--- src/rtl/sync_fifo_buf_if.sv ---
// Handshake bundle between a producer/consumer pair and sync_fifo_buf.
// Optional max_level signal is present when SYNC_FIFO_BUF_WATERMARK_EN is defined.
interface sync_fifo_buf_if #(
    parameter int DATASIZE = 8,
    parameter int ADDRSIZE = 8
);
    logic                winc;
    logic [DATASIZE-1:0] wdata;
    logic                rinc;
    logic [DATASIZE-1:0] rdata;
    logic                rvalid;
    logic                wfull;
    logic                rempty;
    logic                walmost_full;
    logic                ralmost_empty;
    logic [ADDRSIZE:0]   count;
    logic                clr_err;
    logic                overflow;
    logic                underflow;
`ifdef SYNC_FIFO_BUF_WATERMARK_EN
    logic [ADDRSIZE:0]   max_level;
`endif

    modport master (
        output winc, wdata, rinc, clr_err,
        input  rdata, rvalid, wfull, rempty,
        input  walmost_full, ralmost_empty, count,
`ifdef SYNC_FIFO_BUF_WATERMARK_EN
        input  max_level,
`endif
        input  overflow, underflow
    );

    modport slave (
        input  winc, wdata, rinc, clr_err,
        output rdata, rvalid, wfull, rempty,
        output walmost_full, ralmost_empty, count,
`ifdef SYNC_FIFO_BUF_WATERMARK_EN
        output max_level,
`endif
        output overflow, underflow
    );
endinterface

--- src/rtl/sync_fifo_buf.sv ---
// Single-clock FIFO, 2**ADDRSIZE entries, registered read data and sticky errors.
// Define SYNC_FIFO_BUF_WATERMARK_EN to add the max_level high-water mark.
module sync_fifo_buf #(
    parameter int DATASIZE      = 8,
    parameter int ADDRSIZE      = 8,
    parameter int AFULL_THRESH  = (1 << ADDRSIZE) - 4,
    parameter int AEMPTY_THRESH = 4
) (
    input logic            wclk,
    input logic            wrst_n,
    sync_fifo_buf_if.slave bus
);
    localparam int DEPTH = 1 << ADDRSIZE;
    localparam logic [ADDRSIZE:0] C_DEPTH  = (ADDRSIZE+1)'(DEPTH);
    localparam logic [ADDRSIZE:0] C_AFULL  = (ADDRSIZE+1)'(AFULL_THRESH);
    localparam logic [ADDRSIZE:0] C_AEMPTY = (ADDRSIZE+1)'(AEMPTY_THRESH);
    localparam logic [ADDRSIZE:0] C_CNT1   = (ADDRSIZE+1)'(1);
    localparam logic [ADDRSIZE-1:0] C_PTR1 = ADDRSIZE'(1);

    logic [DATASIZE-1:0] r_mem [DEPTH];
    logic [ADDRSIZE-1:0] r_wptr;
    logic [ADDRSIZE-1:0] r_rptr;
    logic [ADDRSIZE:0]   r_count;
    logic [DATASIZE-1:0] r_rdata;
    logic                r_rvalid;
    logic                r_overflow;
    logic                r_underflow;

    logic                w_full;
    logic                w_empty;
    logic                w_rd_acc;
    logic                w_wr_acc;
    logic                w_wr_rej;
    logic                w_rd_rej;
    logic [ADDRSIZE:0]   w_count_nxt;

    assign w_full  = (r_count == C_DEPTH);
    assign w_empty = (r_count == '0);

    // A full FIFO still takes a write when a read frees the slot this cycle
    assign w_rd_acc = bus.rinc && !w_empty;
    assign w_wr_acc = bus.winc && (!w_full || w_rd_acc);
    assign w_wr_rej = bus.winc && !w_wr_acc;
    assign w_rd_rej = bus.rinc && w_empty;

    always_comb begin
        w_count_nxt = r_count;
        unique case ({w_wr_acc, w_rd_acc})
            2'b10:   w_count_nxt = r_count + C_CNT1;
            2'b01:   w_count_nxt = r_count - C_CNT1;
            default: w_count_nxt = r_count;
        endcase
    end

    always_ff @(posedge wclk) begin
        if (wrst_n && w_wr_acc) begin
            r_mem[r_wptr] <= bus.wdata;
        end
    end

    always_ff @(posedge wclk) begin
        if (!wrst_n) begin
            r_wptr   <= '0;
            r_rptr   <= '0;
            r_count  <= '0;
            r_rdata  <= '0;
            r_rvalid <= 1'b0;
        end else begin
            r_count  <= w_count_nxt;
            r_rvalid <= w_rd_acc;
            if (w_wr_acc) begin
                r_wptr <= r_wptr + C_PTR1;
            end
            if (w_rd_acc) begin
                r_rdata <= r_mem[r_rptr];
                r_rptr  <= r_rptr + C_PTR1;
            end
        end
    end

    // Sticky errors: a fresh error outranks a clear in the same cycle
    always_ff @(posedge wclk) begin
        if (!wrst_n) begin
            r_overflow  <= 1'b0;
            r_underflow <= 1'b0;
        end else begin
            r_overflow  <= w_wr_rej || (r_overflow && !bus.clr_err);
            r_underflow <= w_rd_rej || (r_underflow && !bus.clr_err);
        end
    end

`ifdef SYNC_FIFO_BUF_WATERMARK_EN
    logic [ADDRSIZE:0] r_max_level;

    always_ff @(posedge wclk) begin
        if (!wrst_n) begin
            r_max_level <= '0;
        end else if (bus.clr_err) begin
            r_max_level <= r_count;
        end else if (r_count > r_max_level) begin
            r_max_level <= r_count;
        end
    end

    assign bus.max_level = r_max_level;
`endif

    assign bus.rdata         = r_rdata;
    assign bus.rvalid        = r_rvalid;
    assign bus.count         = r_count;
    assign bus.wfull         = w_full;
    assign bus.rempty        = w_empty;
    assign bus.walmost_full  = (r_count >= C_AFULL);
    assign bus.ralmost_empty = (r_count <= C_AEMPTY);
    assign bus.overflow      = r_overflow;
    assign bus.underflow     = r_underflow;
endmodule

--- src/flat_wrapper.sv ---
// flat-port wrapper written by rule: the top's interface ports become plain ports
module sync_fifo_buf_flat 
#(
    parameter int DATASIZE      = 8,
    parameter int ADDRSIZE      = 8,
    parameter int AFULL_THRESH  = (1 << ADDRSIZE) - 4,
    parameter int AEMPTY_THRESH = 4
)
  (wclk, wrst_n, bus_winc, bus_wdata, bus_rinc, bus_clr_err, bus_rdata, bus_rvalid, bus_wfull, bus_rempty, bus_walmost_full, bus_ralmost_empty, bus_count, bus_overflow, bus_underflow);
  sync_fifo_buf_if #(.DATASIZE(DATASIZE), .ADDRSIZE(ADDRSIZE)) bus_i ();
  input logic wclk;
  input logic wrst_n;
  input wire logic [$bits(bus_i.winc)-1:0] bus_winc;
  input wire logic [$bits(bus_i.wdata)-1:0] bus_wdata;
  input wire logic [$bits(bus_i.rinc)-1:0] bus_rinc;
  input wire logic [$bits(bus_i.clr_err)-1:0] bus_clr_err;
  output wire logic [$bits(bus_i.rdata)-1:0] bus_rdata;
  output wire logic [$bits(bus_i.rvalid)-1:0] bus_rvalid;
  output wire logic [$bits(bus_i.wfull)-1:0] bus_wfull;
  output wire logic [$bits(bus_i.rempty)-1:0] bus_rempty;
  output wire logic [$bits(bus_i.walmost_full)-1:0] bus_walmost_full;
  output wire logic [$bits(bus_i.ralmost_empty)-1:0] bus_ralmost_empty;
  output wire logic [$bits(bus_i.count)-1:0] bus_count;
  output wire logic [$bits(bus_i.overflow)-1:0] bus_overflow;
  output wire logic [$bits(bus_i.underflow)-1:0] bus_underflow;
  assign bus_i.winc = bus_winc;
  assign bus_i.wdata = bus_wdata;
  assign bus_i.rinc = bus_rinc;
  assign bus_i.clr_err = bus_clr_err;
  assign bus_rdata = bus_i.rdata;
  assign bus_rvalid = bus_i.rvalid;
  assign bus_wfull = bus_i.wfull;
  assign bus_rempty = bus_i.rempty;
  assign bus_walmost_full = bus_i.walmost_full;
  assign bus_ralmost_empty = bus_i.ralmost_empty;
  assign bus_count = bus_i.count;
  assign bus_overflow = bus_i.overflow;
  assign bus_underflow = bus_i.underflow;
  sync_fifo_buf #(.DATASIZE(DATASIZE), .ADDRSIZE(ADDRSIZE), .AFULL_THRESH(AFULL_THRESH), .AEMPTY_THRESH(AEMPTY_THRESH)) u_core (.wclk(wclk), .wrst_n(wrst_n), .bus(bus_i));
endmodule
--- config.mk ---
export PLATFORM = sky130hd
export DESIGN_NAME = sync_fifo_buf_flat
export DESIGN_NICKNAME = d
export VERILOG_FILES = /design/src/rtl/sync_fifo_buf_if.sv /design/src/rtl/sync_fifo_buf.sv /design/src/flat_wrapper.sv
export SDC_FILE = /design/constraint.sdc
export NUM_CORES = 2
export LEC_CHECK = 0
export BUFFER_PORTS_ARGS = -buffer_cell sky130_fd_sc_hd__buf_2
export CAP_MARGIN = 10
export CORE_ASPECT_RATIO = 1.2
export CORE_MARGIN = 2
export CORE_UTILIZATION = 62
export CTS_BUF_LIST = sky130_fd_sc_hd__clkbuf_8
export DETAILED_ROUTE_END_ITERATION = 12
export PLACE_DENSITY = 0.78
export SKIP_CTS_REPAIR_TIMING = 1
export SYNTH_ARGS = -nofsm -noshare
export SYNTH_HDL_FRONTEND = slang
export SYNTH_SLANG_ARGS = --single-unit
--- constraint.sdc ---
create_clock -name wclk -period 4.15 [get_ports wclk]
set_input_delay 0.2075 -clock wclk [delete_from_list [all_inputs] [get_ports wclk]]
set_output_delay 0.2075 -clock wclk [all_outputs]
set_load 0.02 [all_outputs]
==> results.json <==
{
  "status": "finished, final reports clean",
  "maxSlewViolCount": 0,
  "yosysWarningCount": 0,
  "grt_max_degree": 124,
  "drt-pass1-iter-count": 6,
  "r2r-end": "u_core.bus.rdata[2]$_SDFFE_PN0N_",
  "pin_count": 37,
  "track_usage_pct": 30.3,
  "drv_cap": 0,
  "dp_hpwl_mm": 125,
  "cp-start-kind": "register",
  "criticalPathCategory": "register to register",
  "rsz0062_at_grt": "no",
  "cts_sinks": 2084,
  "reg2reg_from": "u_core.r_rptr[0]$_SDFFE_PN0N_",
  "max_freq_mhz": 268,
  "clockBufferDepth": 4,
  "portBuffers": 36,
  "hp-class": "input port to register",
  "antenna_left": 0,
  "post-route-util_pct": 69.8,
  "synth_area_mm2": 0.0812,
  "p_leak_nw": 28.6,
  "htree_levels": 5,
  "antenna_found_initial": 5,
  "avgSynthCellArea_um2": 20.9,
  "peakVddDrop_uv": 557,
  "worstMarginPinSlew_ns": 1.10,
  "core-area_mm2": 0.130,
  "p_seq_share_pct": 50.2,
  "die_y_um": 400,
  "min_from": "bus_rinc",
  "cp_max_fo": 51,
  "hold_viol": 0,
  "cp_top_family": "compound AO/OA/AOI/OAI gates",
  "critPathBufInv": 1,
  "dieArea_mm2": 0.134,
  "hold_ws_ns": 0.114,
  "syn_nets": 3914,
  "synth_seq_cells": 2084,
  "rr_worst_depth": 7,
  "power_switching_mw": 12.1,
  "clock_skew_ns": 0.0551,
  "required_ns": 5.01,
  "stdcell_area_mm2": 0.0908,
  "vias_per_cell": 6.80,
  "min_path_cells": 4,
  "remaining_drc_errors": 0,
  "r2r_slack_ns": 0.41,
  "gp_congestion": 0.913,
  "max_stage_delay_ns": 0.87,
  "grt_pass1_vias": 42700,
  "fin_crit_sh_pct": 90.0,
  "die_w_um": 334,
  "nets": 4374,
  "clockRootBuffer": "clkbuf_8",
  "p_sw_share_pct": 25.9,
  "gr-total-overflow": 0,
  "hold-path-endpoint": "u_core.bus.underflow$_SDFF_PN0_",
  "drtIter0Drc": 5837,
  "powerDensity_mw_per_mm2": 516,
  "power.total_mw": 46.8,
  "clkPwrFrac_pct": 32.6,
  "fin_setup_tns_ns": 0,
  "yosysSeqAreaShare_pct": 76.6,
  "placed_area_mm2": 0.0851,
  "setup_viol": 0,
  "wl_per_cell_um": 32.0,
  "layout_commonest_cell": "edfxtp_1",
  "cts_tree": "done",
  "rows": 145,
  "finalWirelength_mm": 200,
  "async_flop_share_pct": 0,
  "cpMaxStageDelayCell": "o21ai_0",
  "clk_latency_ns": 1.02,
  "numCtsBuffers": 319,
  "yosysUniqueCellTypes": 73,
  "crit_chain": "buf_12 > mux4_2 > a22o_1 > o21ai_0 > o22ai_1 > nor4bb_1 > nand4b_1",
  "drive_gt1_share_pct": 27.5,
  "power_frac_comb_pct": 17.2,
  "arrival_ns": 4.60,
  "end_kind": "register",
  "layout_common_cells": "2048 x edfxtp_1, 504 x mux4_2, 334 x clkbuf_8",
  "synth-main-ff-cell": "edfxtp_1",
  "intPower_mw": 34.7,
  "grt_pass1_wl_mm": 290,
  "synth-edff-count": 2048,
  "syn_inst": 3888,
  "max_slew_margin_pct": 25.7,
  "vias": 42600,
  "cts.clk_slew.worst_paths_ns": 0.06,
  "min_period_ns": 3.74,
  "start_util_pct": 62.4,
  "syn2layout_area_growth_pct": 11.9
}
## cell usage after synthesis, types with 27 or more instances
master    number  share of area [%]
mux4_2       504                 14
nor2_1       301                1.4
o21ai_0       38               0.23
buf_6         27               0.37
nand2_1      155               0.72
edfxtp_1    2048                 76
a21oi_1       69               0.43
o221ai_1      35               0.38
mux2i_1      118                1.5
clkbuf_1      87               0.40
a22oi_1       48               0.44
dfxtp_1       36               0.89
buf_2         65               0.40
## kinds of logic (layout without fill, tap and decap cells)
kind of cell	after synthesis	after routing	synth area share (%)
DFF	2084	2084	76.6
other	0	2	0
AOI/OAI and AO/OA	339	339	2.89
muxes	627	627	15.5
adders and majority gates	13	13	0.210
buffers and inverters	246	926	1.67
and+or+nand+nor	563	563	2.91
xor gates and xnor gates	16	16	0.173
## per-layer routing
layer  global-route usage [%]  up-vias  share of wire [%]
li1                         -    17100                  -
met1                     41.2    22000                 35
met2                     46.7     3016                 48
met3                     8.46      500                 12
met4                     12.9        4                4.6
met5                        0        -              0.013
## worst reg2reg max path, cell delays in order (launching register included)
cell	delay, ns
dfxtp_4	0.74
buf_12	0.43
mux4_2	0.67
a22o_1	0.26
o21ai_0	0.87
o22ai_1	0.17
nor4bb_1	0.32
nand4b_1	0.14
## power groups by stage
stage	registers, mW	logic [mW]	clock network (mW)
6_report	23.5	8.07	15.3
2_1_floorplan	23.8	5.60	0
5_1_grt	23.5	8.44	16.3
3_5_place_dp	23.9	8.03	0
3_3_place_gp	23.9	7.94	0
4_1_cts	23.5	8.07	15.4
## area by class of cell
cell class,count,area [um^2]
diodes,2,5.00
clock buffers,326,4490
clock inverters,215,1100
fillers,7540,39300
inverters,24,95.1
multi-input cells,1558,17700
flip-flops and latches,2084,62200
well taps,1690,2110
repair buffers,361,3130
## worst max path at each step
stage	start	to	slack, ns	cells after the start
2_1_floorplan	u_core.bus.count[2]$_SDFFE_PN0P_	u_core.bus.count[7]$_SDFFE_PN0P_	0.99	11
3_3_place_gp	u_core.r_rptr[0]$_SDFFE_PN0N_	u_core.bus.rdata[2]$_SDFFE_PN0N_	0.48	7
3_5_place_dp	u_core.r_rptr[0]$_SDFFE_PN0N_	u_core.bus.rdata[2]$_SDFFE_PN0N_	0.52	7
4_1_cts	u_core.r_rptr[0]$_SDFFE_PN0N_	u_core.bus.rdata[2]$_SDFFE_PN0N_	0.52	7
5_1_grt	u_core.bus.count[2]$_SDFFE_PN0P_	u_core.bus.count[7]$_SDFFE_PN0P_	0.41	12
6_report	u_core.r_rptr[0]$_SDFFE_PN0N_	u_core.bus.rdata[2]$_SDFFE_PN0N_	0.41	7
## flip-flops by register name (all words and copies together) (netlist names)
| name | flops |
|---|---|
| u_core.r_wptr | 8 |
| u_core.bus.rdata | 8 |
| u_core.bus.rvalid | 1 |
| u_core.bus.count | 9 |
| u_core.r_mem | 2048 |
| u_core.bus.overflow | 1 |
| u_core.bus.underflow | 1 |
| u_core.r_rptr | 8 |
## stage by stage
stage	setup slack (ns)	cells
after global placement	0.478	5703
after CTS	0.522	6244
after global routing	0.409	6260
final	0.414	6260
after detailed placement	0.516	5703
after floorplan	0.994	3888
No activity file was read; power rests on OpenSTA's default activity.
